File: src/rtl/hbridge_gate_driver.sv
// H-bridge gate driver: turns the registered PWM carrier and note sign into four FET gates,
// with per-leg dead time, a full-off interval on polarity reversal and a latched overcurrent
// fault.
// Build option: define SYNC_RECT_EN to drive the PWM leg's low side complementary to the
// carrier (synchronous rectification); otherwise that low side is never driven.
module hbridge_gate_driver #(
    parameter int unsigned DEAD_CYCLES = 4,
    parameter int unsigned REV_CYCLES  = 16
) (
    input  logic clk,
    input  logic reset,
    input  logic enable,
    input  logic sign,
    input  logic carrier,
    input  logic fault,
    output logic hiA,
    output logic loA,
    output logic hiB,
    output logic loB,
    output logic faulted
);

    typedef enum logic [1:0] {StOff, StPos, StNeg, StRev} state_t;
    typedef enum logic [1:0] {ReqOff, ReqHigh, ReqLow} req_t;

    localparam logic [3:0] DeadSat  = 4'(DEAD_CYCLES);
    localparam logic [3:0] DeadM1   = 4'(DEAD_CYCLES - 1);
    localparam logic [7:0] RevLoad  = 8'(REV_CYCLES);

    state_t     state_q;
    logic       sign_q, carrier_q, faulted_q, target_q;
    logic [7:0] rev_cnt_q;
    logic [1:0] hi_q, lo_q;          // index 0 = leg A, 1 = leg B
    logic [3:0] off_cnt_q [2];       // consecutive both-off periods, saturating
    req_t       req [2];
    req_t       pwm_req;
    logic       kill;

    // Fault input or latched fault forces everything off at this very edge.
    assign kill = fault | faulted_q;

    // Input stage: sign, carrier and the fault latch.
    always_ff @(posedge clk or posedge reset) begin
        if (reset) begin
            sign_q    <= 1'b0;
            carrier_q <= 1'b0;
            faulted_q <= 1'b0;
        end else begin
            sign_q    <= sign;
            carrier_q <= carrier;
            // Clears only while enable is low and fault is low.
            faulted_q <= fault | (faulted_q & enable);
        end
    end

    // Bridge FSM: OFF / POS / NEG / REV with reversal interval counter.
    always_ff @(posedge clk or posedge reset) begin
        if (reset) begin
            state_q   <= StOff;
            rev_cnt_q <= 8'd0;
            target_q  <= 1'b0;
        end else if (!enable || kill) begin
            state_q <= StOff;
        end else begin
            unique case (state_q)
                StOff: state_q <= sign_q ? StNeg : StPos;
                StPos: begin
                    if (sign_q) begin
                        state_q   <= StRev;
                        rev_cnt_q <= RevLoad;
                        target_q  <= 1'b1;
                    end
                end
                StNeg: begin
                    if (!sign_q) begin
                        state_q   <= StRev;
                        rev_cnt_q <= RevLoad;
                        target_q  <= 1'b0;
                    end
                end
                StRev: begin
                    if (sign_q != target_q) begin
                        rev_cnt_q <= RevLoad;
                        target_q  <= sign_q;
                    end else if (rev_cnt_q <= 8'd1) begin
                        state_q <= target_q ? StNeg : StPos;
                    end else begin
                        rev_cnt_q <= rev_cnt_q - 8'd1;
                    end
                end
                default: state_q <= StOff;
            endcase
        end
    end

    // Per-leg gate requests from the bridge state and registered carrier.
    always_comb begin
`ifdef SYNC_RECT_EN
        pwm_req = carrier_q ? ReqHigh : ReqLow;
`else
        pwm_req = carrier_q ? ReqHigh : ReqOff;
`endif
        req[0] = ReqOff;
        req[1] = ReqOff;
        unique case (state_q)
            StPos: begin
                req[0] = pwm_req;
                req[1] = ReqLow;
            end
            StNeg: begin
                req[0] = ReqLow;
                req[1] = pwm_req;
            end
            default: ;
        endcase
    end

    // Leg generators: turn-off at the next edge, turn-on only after DEAD_CYCLES both-off periods.
    always_ff @(posedge clk or posedge reset) begin
        if (reset) begin
            hi_q <= 2'b00;
            lo_q <= 2'b00;
            for (int i = 0; i < 2; i++) off_cnt_q[i] <= DeadSat;
        end else begin
            for (int i = 0; i < 2; i++) begin
                if (kill) begin
                    hi_q[i] <= 1'b0;
                    lo_q[i] <= 1'b0;
                end else begin
                    hi_q[i] <= (req[i] == ReqHigh) &&
                               (hi_q[i] || (!lo_q[i] && off_cnt_q[i] >= DeadM1));
                    lo_q[i] <= (req[i] == ReqLow) &&
                               (lo_q[i] || (!hi_q[i] && off_cnt_q[i] >= DeadM1));
                end
                if (hi_q[i] || lo_q[i]) begin
                    off_cnt_q[i] <= 4'd0;
                end else if (off_cnt_q[i] < DeadSat) begin
                    off_cnt_q[i] <= off_cnt_q[i] + 4'd1;
                end
            end
        end
    end

    assign hiA     = hi_q[0];
    assign loA     = lo_q[0];
    assign hiB     = hi_q[1];
    assign loB     = lo_q[1];
    assign faulted = faulted_q;

endmodule

File: config.mk
export PLATFORM = sky130hd
export DESIGN_NAME = hbridge_gate_driver
export DESIGN_NICKNAME = d
export VERILOG_FILES = /design/src/rtl/hbridge_gate_driver.sv
export SDC_FILE = /design/constraint.sdc
export NUM_CORES = 1
export LEC_CHECK = 0
export ABC_CLOCK_PERIOD_IN_PS = 3500
export CORE_ASPECT_RATIO = 1.25
export CORE_UTILIZATION = 55
export DETAILED_ROUTE_END_ITERATION = 8
export MAX_ROUTING_LAYER = met4
export PLACE_DENSITY = 0.83
export SETUP_SLACK_MARGIN = 0.02
export SLEW_MARGIN = 20
export SYNTH_ARGS = -nofsm -noshare
export SYNTH_HDL_FRONTEND = slang
export SYNTH_SLANG_ARGS = --single-unit
File: constraint.sdc
create_clock -name clk -period 3.5 [get_ports clk]
set_input_delay 0.525 -clock clk [delete_from_list [all_inputs] [get_ports clk]]
set_output_delay 0.525 -clock clk [all_outputs]
set_load 0.05 [all_outputs]
# Word-level counts from Yosys, hierarchy flattened
# Index checks and enable logic that the tools add are counted.
# totals
romBits,0
inputBits,6
latchBits,0
elab_cells,92
reg_bits,26
mem_count,0
out_inout_bits,5
mem_bits_rw,0
# classes
bitwise_logic,4
n_eq_ne,16
n_mux,27
n_lt_le_gt_ge,5
add_sub_neg,3
reduce_logical,27
shifts,0
div,0
mul,0
# op_table
operator,n
$mux 8,4
$pmux 8 s3,1
$mux 4,4
$ne 3x3->1 const B,5
$mux 2,7
$reduce_and 5->1,2
$add 4x1->4 const B,2
$eq 2x2->1 const B,4
$ge 4x2->1 const B,2
$le 8x1->1 const B,1
$logic_and 1x1->1,8
$lt 4x3->1 const B,2
$mux 1,8
$pmux 2 s4,1
$pmux 4 s2,1
$sub 8x1->8 const B,1
$logic_or 1x1->1,7
$eq 2x1->1 const B,3
$ne 2x2->1 const B,3
$logic_not 1->1,5
$reduce_and 4->1,1
$reduce_bool 2->1,2
$pmux 1 s3,1
$reduce_bool 3->1,1
other kinds (5),6

# Logic depth before layout (Yosys ltp)
# Gate-level depths: netlist of the first run.
# depth
word_depth,5
depth_mapped,7
ltp_nobuf,6

# Least setup slack after synthesis of the first run
# Ideal clock, no wire load.
# synth_path
path_type,flip-flop to flip-flop
from,reg state_q[0]
to,reg rev_cnt_q[6]
arrival_ps,1784
stages_incl_launch_ff,7
required_ps,3372
path_slack_ps,1588
path_buffers,0
period_less_slack_ps,1912
setup_time_ps,128
cell_sequence,dfrtp_1 > inv_1 > ha_1 > nor4b_2 > nand2_1 > a311oi_1 > mux2_1
# synth_between
elab_chain_len,3
elab_cells_between_ends,9
classes_between,eq/ne (6); mux (1); reduce/logical (2)
# synth_rtl
item,line,rtl
"start, declared",30,state_t state_q;
"start signal, assigned",59,state_q <= StOff;
"start signal, assigned",63,state_q <= StOff;
"start signal, assigned",66,StOff: state_q <= sign_q ? StNeg : StPos;
$eq 2x2->1 or $eq 2x1->1 (tied branches),65,unique case (state_q)
$ne 3x3->1 (no line) (tied with other cells),n/a,
$reduce_and 5->1 (no line),n/a,
"end signal, assigned",70,rev_cnt_q <= RevLoad;
"end signal, assigned",77,rev_cnt_q <= RevLoad;
"end signal, assigned",83,rev_cnt_q <= RevLoad;
"end, declared",32,logic [7:0] rev_cnt_q;
# Several ways; a longest one is shown, not always the timed one.
# A chain may end at the register's enable or synchronous reset.

# Final worst setup path of the first run
# Ends and elaborated chain as after synthesis.

==> results of run 1 <==
-- placed cells by master (no fill, tap or decap), drive strengths merged, types with 5 or more instances in the layout --
cell / synthesis / final
inv: 9 / 8
mux2: 5 / 5
nand2: 6 / 6
nor2: 15 / 15
or3: 6 / 6
nor3: 13 / 13
a21oi: 7 / 7
ha: 10 / 10
clkdlybuf4s50: 0 / 10
dfrtp: 24 / 24
nor2b: 5 / 5
o21ai: 5 / 5
-- per-stage QoR --
step	hold WS [ps]	util (%)	setup slack, ps	std cells
after floorplan	490	-	1590	145
after global placement	509	64.1	1210	185
after detailed placement	513	64.1	1130	185
after CTS	532	65.6	1300	189
after global routing	565	65.6	1080	189
final	528	65.6	1260	189
-- path summary, 6_finish.rpt --
kind / endpoint / depth (start not counted) / start
hold reg to reg: off_cnt_q[2] / 1 / lo_q[1]
hold / removal: off_cnt_q[2] / 1 / lo_q[1]
max in group asynchronous: state_q[1] / 2 / reset
min in group asynchronous: rev_cnt_q[6] / 2 / reset
setup reg to reg: rev_cnt_q[6] / 6 / state_q[0]
setup / recovery: rev_cnt_q[6] / 6 / state_q[0]
-- power by group --
part	switching [uW]	total (uW)	leakage [uW]	internal [uW]
Clock	85.0	148	0.0000210	63.5
Combinational	103	191	0.000363	87.6
Sequential	39.5	388	0.000331	348
Total	228	727	0.000715	499
-- final cells by class --
type / instances / area (um^2) / share of cell area (%)
multi-input cells: 107 / 777 / 47.3
flip-flops and latches: 26 / 653 / 39.8
repair buffers: 10 / 100 / 6.10
well taps: 33 / 41.3 / 2.52
clock buffers: 4 / 36.3 / 2.21
inverters: 9 / 33.8 / 2.06
-- flip-flops by register name (all words and copies together) (netlist names) --
| name | flops |
|---|---|
| state_q | 2 |
| carrier_q | 1 |
| target_q | 1 |
| rev_cnt_q | 8 |
| hi_q | 2 |
| lo_q | 2 |
| sign_q | 1 |
| off_cnt_q | 8 |
| faulted | 1 |
-- cell families (layout without fill, tap and decap cells) --
family,after synthesis,after routing,synth area share [%]
fa+ha+maj,10,10,8.40
simple gates,57,57,21.8
mux,9,9,6.46
xor+xnor,4,4,2.86
compound gates,27,27,12.6
buf+inv,12,23,4.03
flops,26,26,43.8
-- layer usage --
metal	wire length, um	vias to the layer above	track usage [%]
li1	-	542	-
met1	1150	536	24.9
met2	1450	18	43.1
met3	50	2	1.78
met4	19	0	8.82
met5	0	-	-
-- Yosys cell counts, types with 4 or more instances --
| cell type | n | area, um^2 |
|---|---|---|
| ha_1 | 10 | 125 |
| nor2b_1 | 5 | 31.3 |
| mux2_2 | 4 | 45.0 |
| a21oi_1 | 7 | 35.0 |
| or3_1 | 5 | 31.3 |
| inv_1 | 9 | 33.8 |
| nor3_1 | 12 | 60.1 |
| nand2_1 | 6 | 22.5 |
| dfrtp_1 | 24 | 601 |
| o21ai_0 | 5 | 25.0 |
| nor2_1 | 15 | 56.3 |
| mux2i_1 | 4 | 40.0 |
==> metrics.yaml, run 1 <==
status: "finished clean"
drive_gt1_share_pct: 10.9
cts_hold_buf: 0
grt.total_usage_pct: 22.7
synthArstFlopShare_pct: 100
critical-path-max-stage-delay_ps: 430
drv_slew: 0
crit_family: "simple AND/OR/NAND/NOR gates"
rows: 20
placed_area_um2: 1610
yosysUniqueCellTypes: 39
rsz0062_at_grt: "false"
via_per_inst: 5.81
static-leakage-power_uw: 0.000715
vdd_drop_max_mv: 0.305
crit_arrival_ps: 2460
synth.net_count: 161
final-hold-violation-count: 0
max_freq_mhz: 446
area_delta_synth_final_pct: 10.2
cp_slowest_cell: "nor4b_2"
path_clk_slew_ps: 140
cts_setup_buffers: 0
die-area_um2: 2920
skew_ps: 5.96
insertion_delay_ps: 310
io_buffers: 10
finalCritPeriodShare_pct: 64.1
tns_ps: 0
crit_required_ps: 3720
worstMarginPinSlew_ps: 905
grt_pass1_vias: 1157
cts_buffers: 3
powerDensity_nw_per_um2: 443
dr.pass1.iters: 4
total_power_uw: 727
path_cells: "inv_1 -> ha_1 -> nor4b_2 -> nand2_1 -> a311oi_1 -> mux2_1"
cts_resized: 0
dieWidth_um: 48.6
num_antenna_cells: 0
ant_nets: 0
slew_headroom_pct: 39.3
setup_viol: 0
grt_pass1_wl_um: 4870
hold_class: "reg2reg"
critical_path_class: "reg2reg"
die_h_um: 60.2
ys_seq_elements: 26
nFillCells: 207
grt-ovfl-total: 0
start_util_pct: 59.5
r2r_slack_ps: 1260
nets: 173
period_minus_slack_ps: 2240
synth.avg_cell_area_um2: 10.3
yosysWarnings: 0
dp_hpwl_um: 2010
final_area_um2: 1640
drv_cap: 0
via_count: 1098
synth-edff-count: 0
core_um2: 2500
start_kind: "flop"
syn_area_um2: 1490
first_iter_violations: 25
crit_buf_inv: 1
grt_max_degree: 27
cts_tree: "done"
antenna_found_initial: 0
routed_wl_um: 2670
cts_buffer_depth: 2
cp-end-kind: "flop"
gp_congestion: 0.871
yosysSeqAreaShare_pct: 43.8
synth_cells: 145
cts_num_sinks: 26
critPathMaxFanout: 7
drcViolationCount: 0
cts-root-buf: "clkbuf_4"
ys.flop_type: "dfrtp_1"
io-pin-count: 11
wl_per_cell_um: 14.1
htreeDepth: 1
No activity file was read; power rests on OpenSTA's default activity.
==> run 2: changes to the inputs <==
--- a/config.mk
+++ b/config.mk
@@ -5,12 +5,12 @@
 export SDC_FILE = /design/constraint.sdc
 export NUM_CORES = 1
 export LEC_CHECK = 0
-export ABC_CLOCK_PERIOD_IN_PS = 3500
+export ABC_CLOCK_PERIOD_IN_PS = 1900
 export CORE_ASPECT_RATIO = 1.25
-export CORE_UTILIZATION = 55
+export CORE_UTILIZATION = 52
 export DETAILED_ROUTE_END_ITERATION = 8
 export MAX_ROUTING_LAYER = met4
-export PLACE_DENSITY = 0.83
+export PLACE_DENSITY = 0.82
 export SETUP_SLACK_MARGIN = 0.02
 export SLEW_MARGIN = 20
 export SYNTH_ARGS = -nofsm -noshare
==> constraint.sdc (replaced) <==
create_clock -name clk -period 1.9 [get_ports clk]
set_input_delay 0.285 -clock clk [delete_from_list [all_inputs] [get_ports clk]]
set_output_delay 0.285 -clock clk [all_outputs]
set_load 0.05 [all_outputs]
==> metrics.yaml, run 2 (same netlist as run 1, synthesis figures left out) <==
combPwrFrac_pct: 30.0  # +3.8 points
rsz0062_at_grt: "true"
cts_buffer_depth: 2  # unchanged
slew_headroom_pct: 67.5  # +28 points
p_int_uw: 962  # +93%
static-leakage-power_uw: 0.000855  # +19%
cts_num_sinks: 26  # unchanged
via_count: 1261  # +15%
worstMarginPinSlew_ps: 484  # -421 ps
grt_pass1_wl_um: 4910  # +0.84%
path_clk_slew_ps: 150  # about the same
startpoint: "state_q[1]"
drv_cap: 0  # unchanged
die-area_um2: 3090  # +5.6%
switching_share_pct: 33.3  # +2.0 points
final_cells: 216  # +14%
cts_buffers: 3  # unchanged
drv_slew: 0  # unchanged
max_freq_mhz: 528  # +18%
placed_area_um2: 1760  # +9.6%
multi_input_area_um2: 832  # +7.1%
setup_viol: 0  # unchanged
cts_hold_buf: 0  # unchanged
dr.pass1.iters: 4  # unchanged
io_buffers: 10  # unchanged
via_per_inst: 5.84  # +0.49%
first_iter_violations: 47  # +88%
cts_tree: "done"
layout_common_cells: "28 x buf_4, 24 x dfrtp_1, 14 x nor2_1"
insertion_delay_ps: 330  # +20 ps
pwr-share-clk_pct: 20.5  # about the same
die_h_um: 61.9  # +2.7%
grt_max_degree: 27  # unchanged
cts-root-buf: "clkbuf_4"
io-pin-count: 11  # unchanged
nFillCells: 192  # -7.2%
grt.total_usage_pct: 22.3  # -0.36 points
num_antenna_cells: 0  # unchanged
finalCritPeriodShare_pct: 99.7  # +36 points
dieWidth_um: 49.9  # +2.7%
seq_area_um2: 653  # unchanged
drive_gt1_share_pct: 32.4  # +22 points
r2r_start: "state_q[1]"
rows: 21  # +5.0%
start_util_pct: 55.1  # -4.5 points
crit_arrival_ps: 2170  # -290 ps
final-hold-violation-count: 0  # unchanged
vdd_drop_max_mv: 0.459  # +50%
skew_ps: 4.19  # -1.77 ps
final_area_um2: 1880  # +15%
place_inst: 207  # +12%
core_um2: 2710  # +8.2%
p_switching_uw: 480  # +110%
final_common_cell: "buf_4"
cp-end-kind: "flop"
crit_required_ps: 2180  # -1540 ps
area_delta_synth_final_pct: 26.4
htreeDepth: 1  # unchanged
reg.largest.list: "off_cnt_q x8, rev_cnt_q x8"
powerDensity_nw_per_um2: 765  # +73%
drcViolationCount: 0  # unchanged
power_frac_seq_pct: 49.5  # -3.8 points
nets: 199  # +15%
start_kind: "flop"
wl_per_cell_um: 15.6  # +11%
grt-ovfl-total: 0  # unchanged
status: "finished clean"
ant_nets: 0  # unchanged
antenna_found_initial: 0  # unchanged
routed_wl_um: 3380  # +27%
critical_path_class: "reg2reg"
dp_hpwl_um: 2370  # +18%
grt_pass1_vias: 1139  # -1.6%
period_minus_slack_ps: 1890  # -349 ps
gp_congestion: 0.867  # -0.47%
critPathMaxFanout: 4  # -3
hold_class: "in2async"
==> run 2: path summary, 6_finish.rpt <==
path | slack [ps] | end | cells past startpoint
hold reg to reg | 550 | off_cnt_q[6] | 1
min in group clk | 380 | sign_q | 1
max in group asynchronous | 1310 | off_cnt_q[6] | 3
setup reg to reg | 6 | rev_cnt_q[5] | 7
hold / removal | 300 | rev_cnt_q[7] | 3
setup / recovery | 6 | rev_cnt_q[5] | 7
==> run 2: critical path: stages, from the launching register on <==
cell     delay, ps
dfrtp_1        430
inv_2           80
ha_4           170
nor4b_4        350
nand4_1        200
buf_4          180
or3_1          310
a21oi_1        120
==> run 2: layer usage <==
layer  GRT usage [%]  wire [um]  vias to the layer above
met5               -          0                        -
met4            12.7         87                        0
met3            3.41         99                        9
met2            40.5       1780                       26
met1            23.3       1410                      629
li1                -          -                      597
==> run 2: timing repair <==
action,CTS,global route
cloned,0,0
setup buffers,2,3
pin swaps,1,4
gates resized for setup,7,14
setup endpoints to repair,11,7
==> run 2: power by group through the flow <==
stage	logic, uW	clock network, uW	registers, uW
after global routing	478	309	724
after CTS	411	292	712
final	432	295	714
after detailed placement	401	0	723
after floorplan	275	0	712
after global placement	362	0	713
==> run 2: layout make-up <==
class	instances	area share (%)
sequential	26	34.7
timing repair buffer	36	15.2
clock buffer	4	1.93
inverter	9	1.79
multi-input combinational	107	44.2
tap	34	2.26
==> run 2: metrics by stage <==
stage / setup WS [ps] / total power (uW) / hold slack (ps) / util (%) / setup TNS (ps)
finish: 6.20 / 1440 / 296 / 69.6 / 0
global route: -55.9 / 1510 / 342 / 69.6 / -213
CTS: 15.8 / 1410 / 305 / 67.3 / 0
detailed placement: -139 / 1120 / 523 / 65.0 / -651
global placement: -87.4 / 1080 / 509 / 65.0 / -261
floorplan: 44.6 / 987 / 316 / - / 0
